<file path="src/rtl/pacman_pkg.sv">
// Shared Pac-Man definitions: game-state encoding, sprite geometry,
// ghost base score and the mover direction encoding.
// The ghost_score helper converts the eat-chain index into the points
// awarded for one ghost (200, 400, 800, 1600).
package pacman_pkg;

  typedef enum logic [1:0] {
    PLAY      = 2'd0,
    DYING     = 2'd1,
    GAME_OVER = 2'd2
  } state_t;

  typedef enum logic [1:0] {
    DIR_UP    = 2'd0,
    DIR_LEFT  = 2'd1,
    DIR_DOWN  = 2'd2,
    DIR_RIGHT = 2'd3
  } dir_t;

  localparam int          SPRITE_SIZE      = 16;
  localparam logic [11:0] GHOST_BASE_SCORE = 12'd200;

  function automatic logic [11:0] ghost_score(input logic [1:0] chain);
    return GHOST_BASE_SCORE << chain;
  endfunction

endpackage

</file>
<file path="src/rtl/sprite_overlap.sv">
// Combinational overlap test between Pac-Man and one ghost sprite.
// Ports:
//   pac_x, pac_y  : Pac-Man top-left pixel
//   obj_x, obj_y  : ghost top-left pixel
//   hit           : both per-axis distances are below COLL_DIST
// Distances are taken in 11-bit signed arithmetic so sprites on opposite
// screen edges never appear adjacent through wrap-around.
module sprite_overlap #(
  parameter int COLL_DIST = 12
) (
  input  logic [9:0] pac_x,
  input  logic [9:0] pac_y,
  input  logic [9:0] obj_x,
  input  logic [9:0] obj_y,
  output logic       hit
);

  localparam logic signed [10:0] DIST = 11'(COLL_DIST);

  function automatic logic signed [10:0] abs_diff(input logic [9:0] a,
                                                  input logic [9:0] b);
    logic signed [10:0] d;
    d = $signed({1'b0, a}) - $signed({1'b0, b});
    return (d < 11'sd0) ? -d : d;
  endfunction

  assign hit = (abs_diff(pac_x, obj_x) < DIST) && (abs_diff(pac_y, obj_y) < DIST);

endmodule

</file>
<file path="src/rtl/ghost_collision_ctrl.sv">
// Per-frame ghost collision controller.
// Detects Pac-Man/ghost overlap, runs the power-pellet frightened timer and
// resolves each frame into an eat (score + one ghost respawn), a death
// (freeze, lose a life, later respawn all) or game over.
// Ports:
//   frame_clk, Reset        : frame clock, async active-high reset
//   pac_x, pac_y            : Pac-Man top-left pixel
//   ghost_x, ghost_y        : per-ghost top-left pixels
//   power_pellet            : one-frame pulse, pellet eaten
//   frightened              : per-ghost edible flag
//   fright_warn             : fright timer in its final WARN_FRAMES frames
//   ghost_respawn           : one-frame pulse, drives ghost mover reset
//   score_add               : points to add this frame
//   freeze                  : halts movers during DYING and GAME_OVER
//   lives, game_over        : remaining lives, sticky end-of-game flag
module ghost_collision_ctrl
  import pacman_pkg::*;
#(
  parameter int NUM_GHOSTS    = 4,
  parameter int COLL_DIST     = 12,
  parameter int FRIGHT_FRAMES = 360,
  parameter int WARN_FRAMES   = 120,
  parameter int DEATH_FRAMES  = 120,
  parameter int LIVES_INIT    = 3
) (
  input  logic                       frame_clk,
  input  logic                       Reset,
  input  logic [9:0]                 pac_x,
  input  logic [9:0]                 pac_y,
  input  logic [NUM_GHOSTS-1:0][9:0] ghost_x,
  input  logic [NUM_GHOSTS-1:0][9:0] ghost_y,
  input  logic                       power_pellet,
  output logic [NUM_GHOSTS-1:0]      frightened,
  output logic                       fright_warn,
  output logic [NUM_GHOSTS-1:0]      ghost_respawn,
  output logic [11:0]                score_add,
  output logic                       freeze,
  output logic [1:0]                 lives,
  output logic                       game_over
);

  localparam int TW = $clog2(FRIGHT_FRAMES + 1);
  localparam int DW = $clog2(DEATH_FRAMES + 1);

  localparam logic [TW-1:0]         FRIGHT_LOAD = TW'(FRIGHT_FRAMES);
  localparam logic [TW-1:0]         WARN_LVL    = TW'(WARN_FRAMES);
  localparam logic [TW-1:0]         TMR_ONE     = TW'(1);
  localparam logic [DW-1:0]         DEATH_LOAD  = DW'(DEATH_FRAMES);
  localparam logic [DW-1:0]         DCNT_ONE    = DW'(1);
  localparam logic [NUM_GHOSTS-1:0] NG_ONE      = NUM_GHOSTS'(1);
  localparam logic [1:0]            LIVES_RST   = 2'(LIVES_INIT);

  state_t          state;
  logic [TW-1:0]   fright_tmr;
  logic [DW-1:0]   death_cnt;
  logic [1:0]      chain;

  logic [NUM_GHOSTS-1:0] overlap;
  logic [NUM_GHOSTS-1:0] fr_eff;
  logic [NUM_GHOSTS-1:0] deadly;
  logic [NUM_GHOSTS-1:0] edible;
  logic [NUM_GHOSTS-1:0] eat_sel;
  logic [NUM_GHOSTS-1:0] fr_nxt;
  logic [TW-1:0]         tmr_dec;
  logic [TW-1:0]         tmr_nxt;
  logic                  warn_nxt;
  logic [1:0]            chain_base;

  for (genvar g = 0; g < NUM_GHOSTS; g++) begin : g_ovl
    sprite_overlap #(.COLL_DIST(COLL_DIST)) u_ovl (
      .pac_x (pac_x),
      .pac_y (pac_y),
      .obj_x (ghost_x[g]),
      .obj_y (ghost_y[g]),
      .hit   (overlap[g])
    );
  end

  // Next-frame decision terms. A pellet in this frame counts as already
  // applied, so every overlapped ghost is treated as frightened.
  always_comb begin
    fr_eff     = power_pellet ? '1 : frightened;
    deadly     = overlap & ~fr_eff;
    edible     = overlap & fr_eff;
    // Two's-complement trick isolates the lowest edible ghost.
    eat_sel    = edible & (~edible + NG_ONE);
    tmr_dec    = (fright_tmr != '0) ? fright_tmr - TMR_ONE : '0;
    tmr_nxt    = power_pellet ? FRIGHT_LOAD : tmr_dec;
    fr_nxt     = (power_pellet ? '1 : ((tmr_dec == '0) ? '0 : frightened)) & ~eat_sel;
    warn_nxt   = (tmr_nxt != '0) && (tmr_nxt <= WARN_LVL);
    chain_base = power_pellet ? 2'd0 : chain;
  end

  always_ff @(posedge frame_clk or posedge Reset) begin
    if (Reset) begin
      state         <= PLAY;
      frightened    <= '0;
      fright_warn   <= 1'b0;
      ghost_respawn <= '0;
      score_add     <= '0;
      freeze        <= 1'b0;
      lives         <= LIVES_RST;
      game_over     <= 1'b0;
      fright_tmr    <= '0;
      death_cnt     <= '0;
      chain         <= 2'd0;
    end else begin
      ghost_respawn <= '0;
      score_add     <= '0;
      case (state)
        PLAY: begin
          if (|deadly) begin
            state       <= DYING;
            death_cnt   <= DEATH_LOAD;
            lives       <= lives - 2'd1;
            frightened  <= '0;
            fright_tmr  <= '0;
            fright_warn <= 1'b0;
            chain       <= 2'd0;
            freeze      <= 1'b1;
          end else begin
            fright_tmr  <= tmr_nxt;
            frightened  <= fr_nxt;
            fright_warn <= warn_nxt;
            if (|eat_sel) begin
              ghost_respawn <= eat_sel;
              score_add     <= ghost_score(chain_base);
              chain         <= (chain_base == 2'd3) ? 2'd3 : chain_base + 2'd1;
            end else begin
              chain <= chain_base;
            end
          end
        end
        DYING: begin
          death_cnt <= death_cnt - DCNT_ONE;
          if (death_cnt == DCNT_ONE) begin
            if (lives == 2'd0) begin
              state     <= GAME_OVER;
              game_over <= 1'b1;
            end else begin
              state         <= PLAY;
              freeze        <= 1'b0;
              ghost_respawn <= '1;
            end
          end
        end
        GAME_OVER: begin
          freeze    <= 1'b1;
          game_over <= 1'b1;
        end
        default: state <= PLAY;
      endcase
    end
  end

endmodule

</file>
<file path="config.mk">
export PLATFORM = sky130hd
export DESIGN_NAME = ghost_collision_ctrl
export DESIGN_NICKNAME = d
export VERILOG_FILES = /design/src/rtl/pacman_pkg.sv /design/src/rtl/sprite_overlap.sv /design/src/rtl/ghost_collision_ctrl.sv
export SDC_FILE = /design/constraint.sdc
export NUM_CORES = 1
export LEC_CHECK = 0
export CORE_MARGIN = 4
export CORE_UTILIZATION = 45
export DETAILED_ROUTE_END_ITERATION = 10
export PLACE_DENSITY_LB_ADDON = 0.1
export SYNTH_ARGS = -nofsm -noshare
export SYNTH_HDL_FRONTEND = slang
export SYNTH_SLANG_ARGS = --single-unit
</file>
<file path="constraint.sdc">
create_clock -name frame_clk -period 4.8 [get_ports frame_clk]
set_clock_uncertainty 0.15 [all_clocks]
set_input_delay 0.48 -clock frame_clk [delete_from_list [all_inputs] [get_ports frame_clk]]
set_output_delay 0.48 -clock frame_clk [all_outputs]
set_load 0.03 [all_outputs]
</file>
Word-level counts from Yosys, hierarchy flattened --
Index checks and enable logic that the tools add are counted.
Word-level totals: flip-flop bits (word level) 45, bits of input ports 103, logic and storage cells 127
Cells by class: $add $sub $neg 21, magnitude comparators 17, eq/ne operators 8, shift-type cells 1, multiplexer cells 41, bitwise gates (word level) 8, reductions and logical operators 20
Operators by type and width (number):
- $lt 11x1->1 const B | 8
- $lt 11x5->1 const B | 8
- $mux 11 | 8
- $neg 11->11 | 8
- $sub 10x10->11 | 8
- $mux 12 | 3
- $mux 4 | 8
- $mux 9 | 3
- $reduce_bool 9->1 | 2
- $and 4x4->4 | 4
- $mux 2 | 7
- $pmux 7 s2 | 1
- $not 4->4 | 3
- $shl 8x2->12 const A | 1
- $le 9x7->1 const B | 1
- $logic_not 9->1 | 1
- $sub 9x1->9 const B | 1
- $ne 2x2->1 const B | 4
- $pmux 4 s2 | 1
- $reduce_or 4->1 | 2
- $eq 7x1->1 const B | 1
- $mux 7 | 1
- $sub 7x1->7 const B | 1
- $mux 1 | 6
- other kinds (16) | 25

Logic depth before layout (Yosys ltp) --
Gate-level depths: netlist of run 1.
depth after elaboration 13, mapped depth 16

Cells and area by module --
Synthesis of run 1 repeated with hierarchy kept, for this count alone.
Second synthesis, totals: cells, all modules 926, area, all modules 7128.1 µm²
Modules (own cells, without submodules):
- sprite_overlap at g_ovl[0].u_ovl ... | instances 3, cells each 170, area an instance 1221.2 µm²
- ghost_collision_ctrl | instances 1, cells each 246, area an instance 2299.7 µm²
- sprite_overlap at g_ovl[1].u_ovl | instances 1, cells each 170, area an instance 1164.9 µm²

Least setup slack after synthesis of run 1 --
OpenSTA, ideal clock, no wires.
path kind input port to flip-flop, start point input pac_y[0], end point register frightened[3], setup time 121 ps, data arrival time 3923 ps, required time 4529 ps, path slack 606 ps, cell stages on the path 15, path buffers 0, path through inv_1 > ha_1 > inv_1 > fa_1 > a211o_1 > a41o_1 > a31o_1 > a311o_1 > a221oi_2 > nand4b_1 > a221o_1 > or3_1 > or4_4 > a21oi_2 > o21ai_1
Between the ends: cells in the longest elaborated chain, start to end 12
RTL lines:
- from (decl) | line ghost_collision_ctrl.sv:29 | input logic [9:0] pac_y,
- $sub 10x10->11 | line sprite_overlap.sv:23 | d = $signed({1'b0, a}) - $signed({1'b0, b});
- $neg 11->11 / $lt 11x1->1 (equally long branches) | line sprite_overlap.sv:24 | return (d < 11'sd0) ? -d : d;
- $mux 11 | line sprite_overlap.sv:24
- $lt 11x5->1 | line sprite_overlap.sv:27 | assign hit = (abs_diff(pac_x, obj_x) < DIST) && (abs_diff(pac_y, obj_y) < DIST);
- $logic_and 1x1->1 | line sprite_overlap.sv:27
- $and 4x4->4 | line ghost_collision_ctrl.sv:84 | edible = overlap & fr_eff;
- $not 4->4 | line ghost_collision_ctrl.sv:86 | eat_sel = edible & (~edible + NG_ONE);
- $add 4x1->4 | line ghost_collision_ctrl.sv:86
- $and 4x4->4 | line ghost_collision_ctrl.sv:86
- $not 4->4 | line ghost_collision_ctrl.sv:89 | fr_nxt = (power_pellet ? '1 : ((tmr_dec == '0) ? '0 : frightened)) & ~eat_sel;
- $and 4x4->4 | line ghost_collision_ctrl.sv:89
- $mux 4 * | line ghost_collision_ctrl.sv:112 | if (|deadly) begin
- to (signal assigned) | line ghost_collision_ctrl.sv:123 | frightened <= fr_nxt;
- to (decl) | line ghost_collision_ctrl.sv:33 | output logic [NUM_GHOSTS-1:0] frightened,
Every way passes the cells marked *; elsewhere a longest branch is shown, timed or not. A chain may end at the register's enable or synchronous reset.

Worst setup path in the final report of run 1 --
Ends and elaborated chain as after synthesis.

==> results of run 1 <==
[cells in the mapped netlist, types with 5 or more instances]
cell type	number	area [um2]
a211oi_1	15	112.6
a211oi_2	5	62.56
a21boi_0	7	52.55
a21o_1	21	157.7
a21oi_1	63	315.3
a22o_1	5	43.79
a22oi_1	7	52.55
a31oi_1	13	81.33
and2_1	10	62.56
and3_1	7	43.79
buf_2	5	25.02
buf_4	6	45.04
clkbuf_1	15	56.30
dfrtp_1	39	975.9
fa_1	8	160.2
ha_1	88	1101
inv_1	122	457.9
mux2i_1	7	70.07
nand2_1	51	191.4
nand2b_1	19	118.9
nand3_1	25	125.1
nand3b_1	6	45.04
nand4_1	9	56.30
nor2_1	58	217.7
nor2b_1	13	81.33
nor3_1	29	145.1
nor4_1	8	50.05
nor4b_1	5	43.79
o2111ai_1	7	61.31
o211ai_1	13	97.59
o21a_1	11	82.58
o21ai_0	48	240.2
o21ai_1	9	45.04
o21bai_1	8	60.06
o22ai_1	7	43.79
o41ai_1	6	52.55
or2_2	7	43.79
or3_1	14	87.58
or4_1	6	45.04
xnor2_1	42	367.9
xor2_1	18	157.7
[state kept, by name (all words and copies together), names as in the netlist]
| name | cells |
|---|---|
| chain | 2 |
| death_cnt | 7 |
| freeze | 1 |
| fright_tmr | 9 |
| fright_warn | 1 |
| frightened | 4 |
| game_over | 1 |
| ghost_respawn | 4 |
| lives | 2 |
| score_add | 8 |
| state | 2 |
[per-stage QoR]
| stage | total power, uW | utilization | setup TNS, ps | hold slack (ps) | worst slack (ps) |
|---|---|---|---|---|---|
| after floorplan | 1073 | - | 0 | 350.7 | 605.6 |
| after global placement | 1362 | 0.5671 | 0 | 307.7 | 4.529 |
| after detailed placement | 1366 | 0.5671 | -65.61 | 304.8 | -25.84 |
| after CTS | 1811 | 0.5794 | 0 | 333.0 | 260.1 |
| after global routing | 1945 | 0.5799 | 0 | 356.8 | 27.11 |
| final | 1804 | 0.5799 | 0 | 325.6 | 256.9 |
[cell families after synthesis]
logic type      Yosys count  share of synthesized area
compound gates          307                     0.3017
xor+xnor                 60                    0.07269
fa+ha+maj                96                     0.1745
buf+inv                 150                    0.08394
flops                    41                     0.1423
mux                      11                    0.01748
other cells               1                  0.0005187
simple gates            283                     0.2070
[layout by cell type (no fill, tap or decap), drive strengths merged, types with 6 or more instances in the layout]
cell / netlist / layout
a211oi: 20 / 20
a21boi: 7 / 7
a21o: 21 / 21
a21oi: 64 / 64
a22oi: 7 / 7
a31oi: 13 / 13
and2: 10 / 10
and3: 7 / 7
buf: 13 / 51
clkdlybuf4s50: 0 / 123
dfrtp: 39 / 39
fa: 8 / 8
ha: 88 / 88
inv: 122 / 123
mux2i: 8 / 8
nand2: 51 / 51
nand2b: 19 / 19
nand3: 25 / 25
nand3b: 6 / 6
nand4: 9 / 9
nor2: 59 / 59
nor2b: 13 / 13
nor3: 30 / 30
nor4: 8 / 8
o2111ai: 7 / 7
o211ai: 13 / 13
o21a: 11 / 11
o21ai: 58 / 58
o21bai: 8 / 8
o22ai: 8 / 8
o41ai: 7 / 7
or2: 11 / 11
or3: 14 / 14
or4: 7 / 7
xnor2: 42 / 42
xor2: 18 / 18
[area by class of cell]
| class | count | share of cell area |
|---|---|---|
| clock buffer | 5 | 0.01363 |
| timing repair buffer | 174 | 0.1758 |
| tap | 216 | 0.02944 |
| clock inverter | 3 | 0.007497 |
| sequential | 41 | 0.1121 |
| inverter | 122 | 0.04989 |
| multi-input combinational | 761 | 0.6116 |
[worst max-delay path, stage by stage]
cell             delay [ps]
clkdlybuf4s50_1         400
inv_1                   130
ha_1                    180
inv_1                    50
fa_1                    380
a211o_1                 300
a41o_1                  230
a31o_1                  200
a311o_1                 330
a221oi_2                240
nand4b_1                130
a221o_1                 380
or3_1                   400
or4_4                   510
a21oi_2                 150
o21ai_1                  70
[power breakdown]
| part | total [uW] | internal, uW | switching [uW] |
|---|---|---|---|
| Combinational | 992 | 466 | 526 |
| Clock | 435 | 300 | 136 |
| Sequential | 377 | 359 | 18.1 |
[timing repair]
action / in CTS / in global routing
gates resized for setup: 0 / 3
endpoints found under the setup margin: 0 / 5
buffers inserted: 0 / 0
[metal layers]
| layer | share of wire | GRT usage | wire [um] |
|---|---|---|---|
| met1 | 0.47 | 0.2953 | 9175 |
| met2 | 0.48 | 0.3663 | 9365 |
| met3 | 0.038 | 0.01639 | 732 |
| met4 | 0.0099 | 0.03676 | 193 |
| met5 | 0 | 0 | 0 |
[worst min path at each step]
stage | start | end | cells after the start
final | game_over$_DFFE_PP0P_ | game_over$_DFFE_PP0P_ | 1
after global routing | lives[0]$_DFFE_PP1P_ | lives[0]$_DFFE_PP1P_ | 1
after global placement | game_over$_DFFE_PP0P_ | game_over$_DFFE_PP0P_ | 1
after detailed placement | game_over$_DFFE_PP0P_ | game_over$_DFFE_PP0P_ | 1
after CTS | game_over$_DFFE_PP0P_ | game_over$_DFFE_PP0P_ | 1
after floorplan | fright_tmr[1]$_DFFE_PP0P_ | fright_tmr[1]$_DFFE_PP0P_ | 2
==> metrics.yaml, run 1 <==
run_status:
  status: "finished clean"
synth:
  async_flop_share: 1.000
  syn_area_per_cell_um2: 7.618
  syn_inst: 949
  synth.distinct_cells: 87
  synth-seq-area-share: 0.1423
  ys_warn_count: 0
  synthFlopType: "dfrtp_1"
  synth_edf_count: 0
  synth-seq-cells: 41
  syn_area_mm2: 0.007229
power_and_ir_drop:
  p_leak_uw: 0.004166
  peakVddDrop_uv: 112.9
  power_density_mw_per_mm2: 196.6
layout:
  fillers: 1558
  regArea_mm2: 0.001028
  fin_area_mm2: 0.009179
  multi_input_area_mm2: 0.005614
  area_growth_pct: 26.96
  finalNetCount: 1304
  layout-drive-gt1-share: 0.08499
  layout.cells.non_filler: 1322
  antenna_cells: 0
critical_path:
  required_ps: 4820
  r2r_start: "fright_tmr[0]$_DFFE_PP0P_"
  path_class: "input pin to flop"
  cp_data_arrival_time_ps: 4560
  endpoint_kind: "flop"
  startpoint_type: "input pin"
  rr_worst_depth: 11
  worstSetupStartpoint: "pac_y[0]"
  endpoint: "frightened[3]$_DFFE_PP0P_"
  path_max_fanout: 3
  ff2ff_setup_slack_ps: 1960
  timing.rr.end: "frightened[2]$_DFFE_PP0P_"
global_route:
  overflow: 0
  grt_pass1_wl_mm: 32.71
  track_usage: 0.2124
  grt_pass1_vias: 7045
  antenna_found_initial: 0
  grt_max_degree: 42
flow_run:
  maxCapViolCount: 0
floorplan:
  die_h_um: 134.8
  initial_core_util: 0.4568
  die_width_um: 134.8
  dieArea_mm2: 0.01816
  rows: 46
  core_mm2: 0.01583
  io_pins: 128
timing:
  fmax_mhz: 220.1
  min_period_ps: 4543
  rsz0062_at_grt: "no"
  fin_crit_sh: 0.9465
  setup_viol: 0
  slew_headroom: 0.4625
  worst_pin_slew_ps: 798.9
  hold_viol: 0
  slew_violations: 0
clock_network:
  cts-htree-levels: 2
  cts_tree: "built"
  cts_buffers: 5
  clock_latency_ps: 280
  clkSlewWorstSetupHoldPaths_ps: 60
  clk_path_buf_depth: 2
  cts.sinks: 41
  holdBufCountCts: 0
  cts_root_buf: "clkbuf_16"
placed_design:
  place_area_mm2: 0.008976
  dpl.hpwl_mm: 16.45
  gp_congestion: 0.9559
  port_buffers: 123
  placed_cells_incl_taps: 1314
route:
  wl_mm: 19.47
  post_drt_wl_per_cell_um: 14.73
  num_vias: 7359
  vias_per_cell: 5.567
  route.detailed.drc: 0
  firstDrtPassIters: 5
  drtAntennaViolNets: 0
  drtIter0Drc: 381
min_path:
  min_path_type: "flop to flop"
Note: power is estimated with default switching activity, not from simulation.
==> run 2: changes to the inputs <==
--- a/config.mk
+++ b/config.mk
@@ -5,6 +5,7 @@
 export SDC_FILE = /design/constraint.sdc
 export NUM_CORES = 1
 export LEC_CHECK = 0
+export CAP_MARGIN = 15
 export CORE_MARGIN = 4
 export CORE_UTILIZATION = 45
 export DETAILED_ROUTE_END_ITERATION = 10
==> results of run 2 <==
No change in the layout: final DEF, timing and power equal those of run 1.
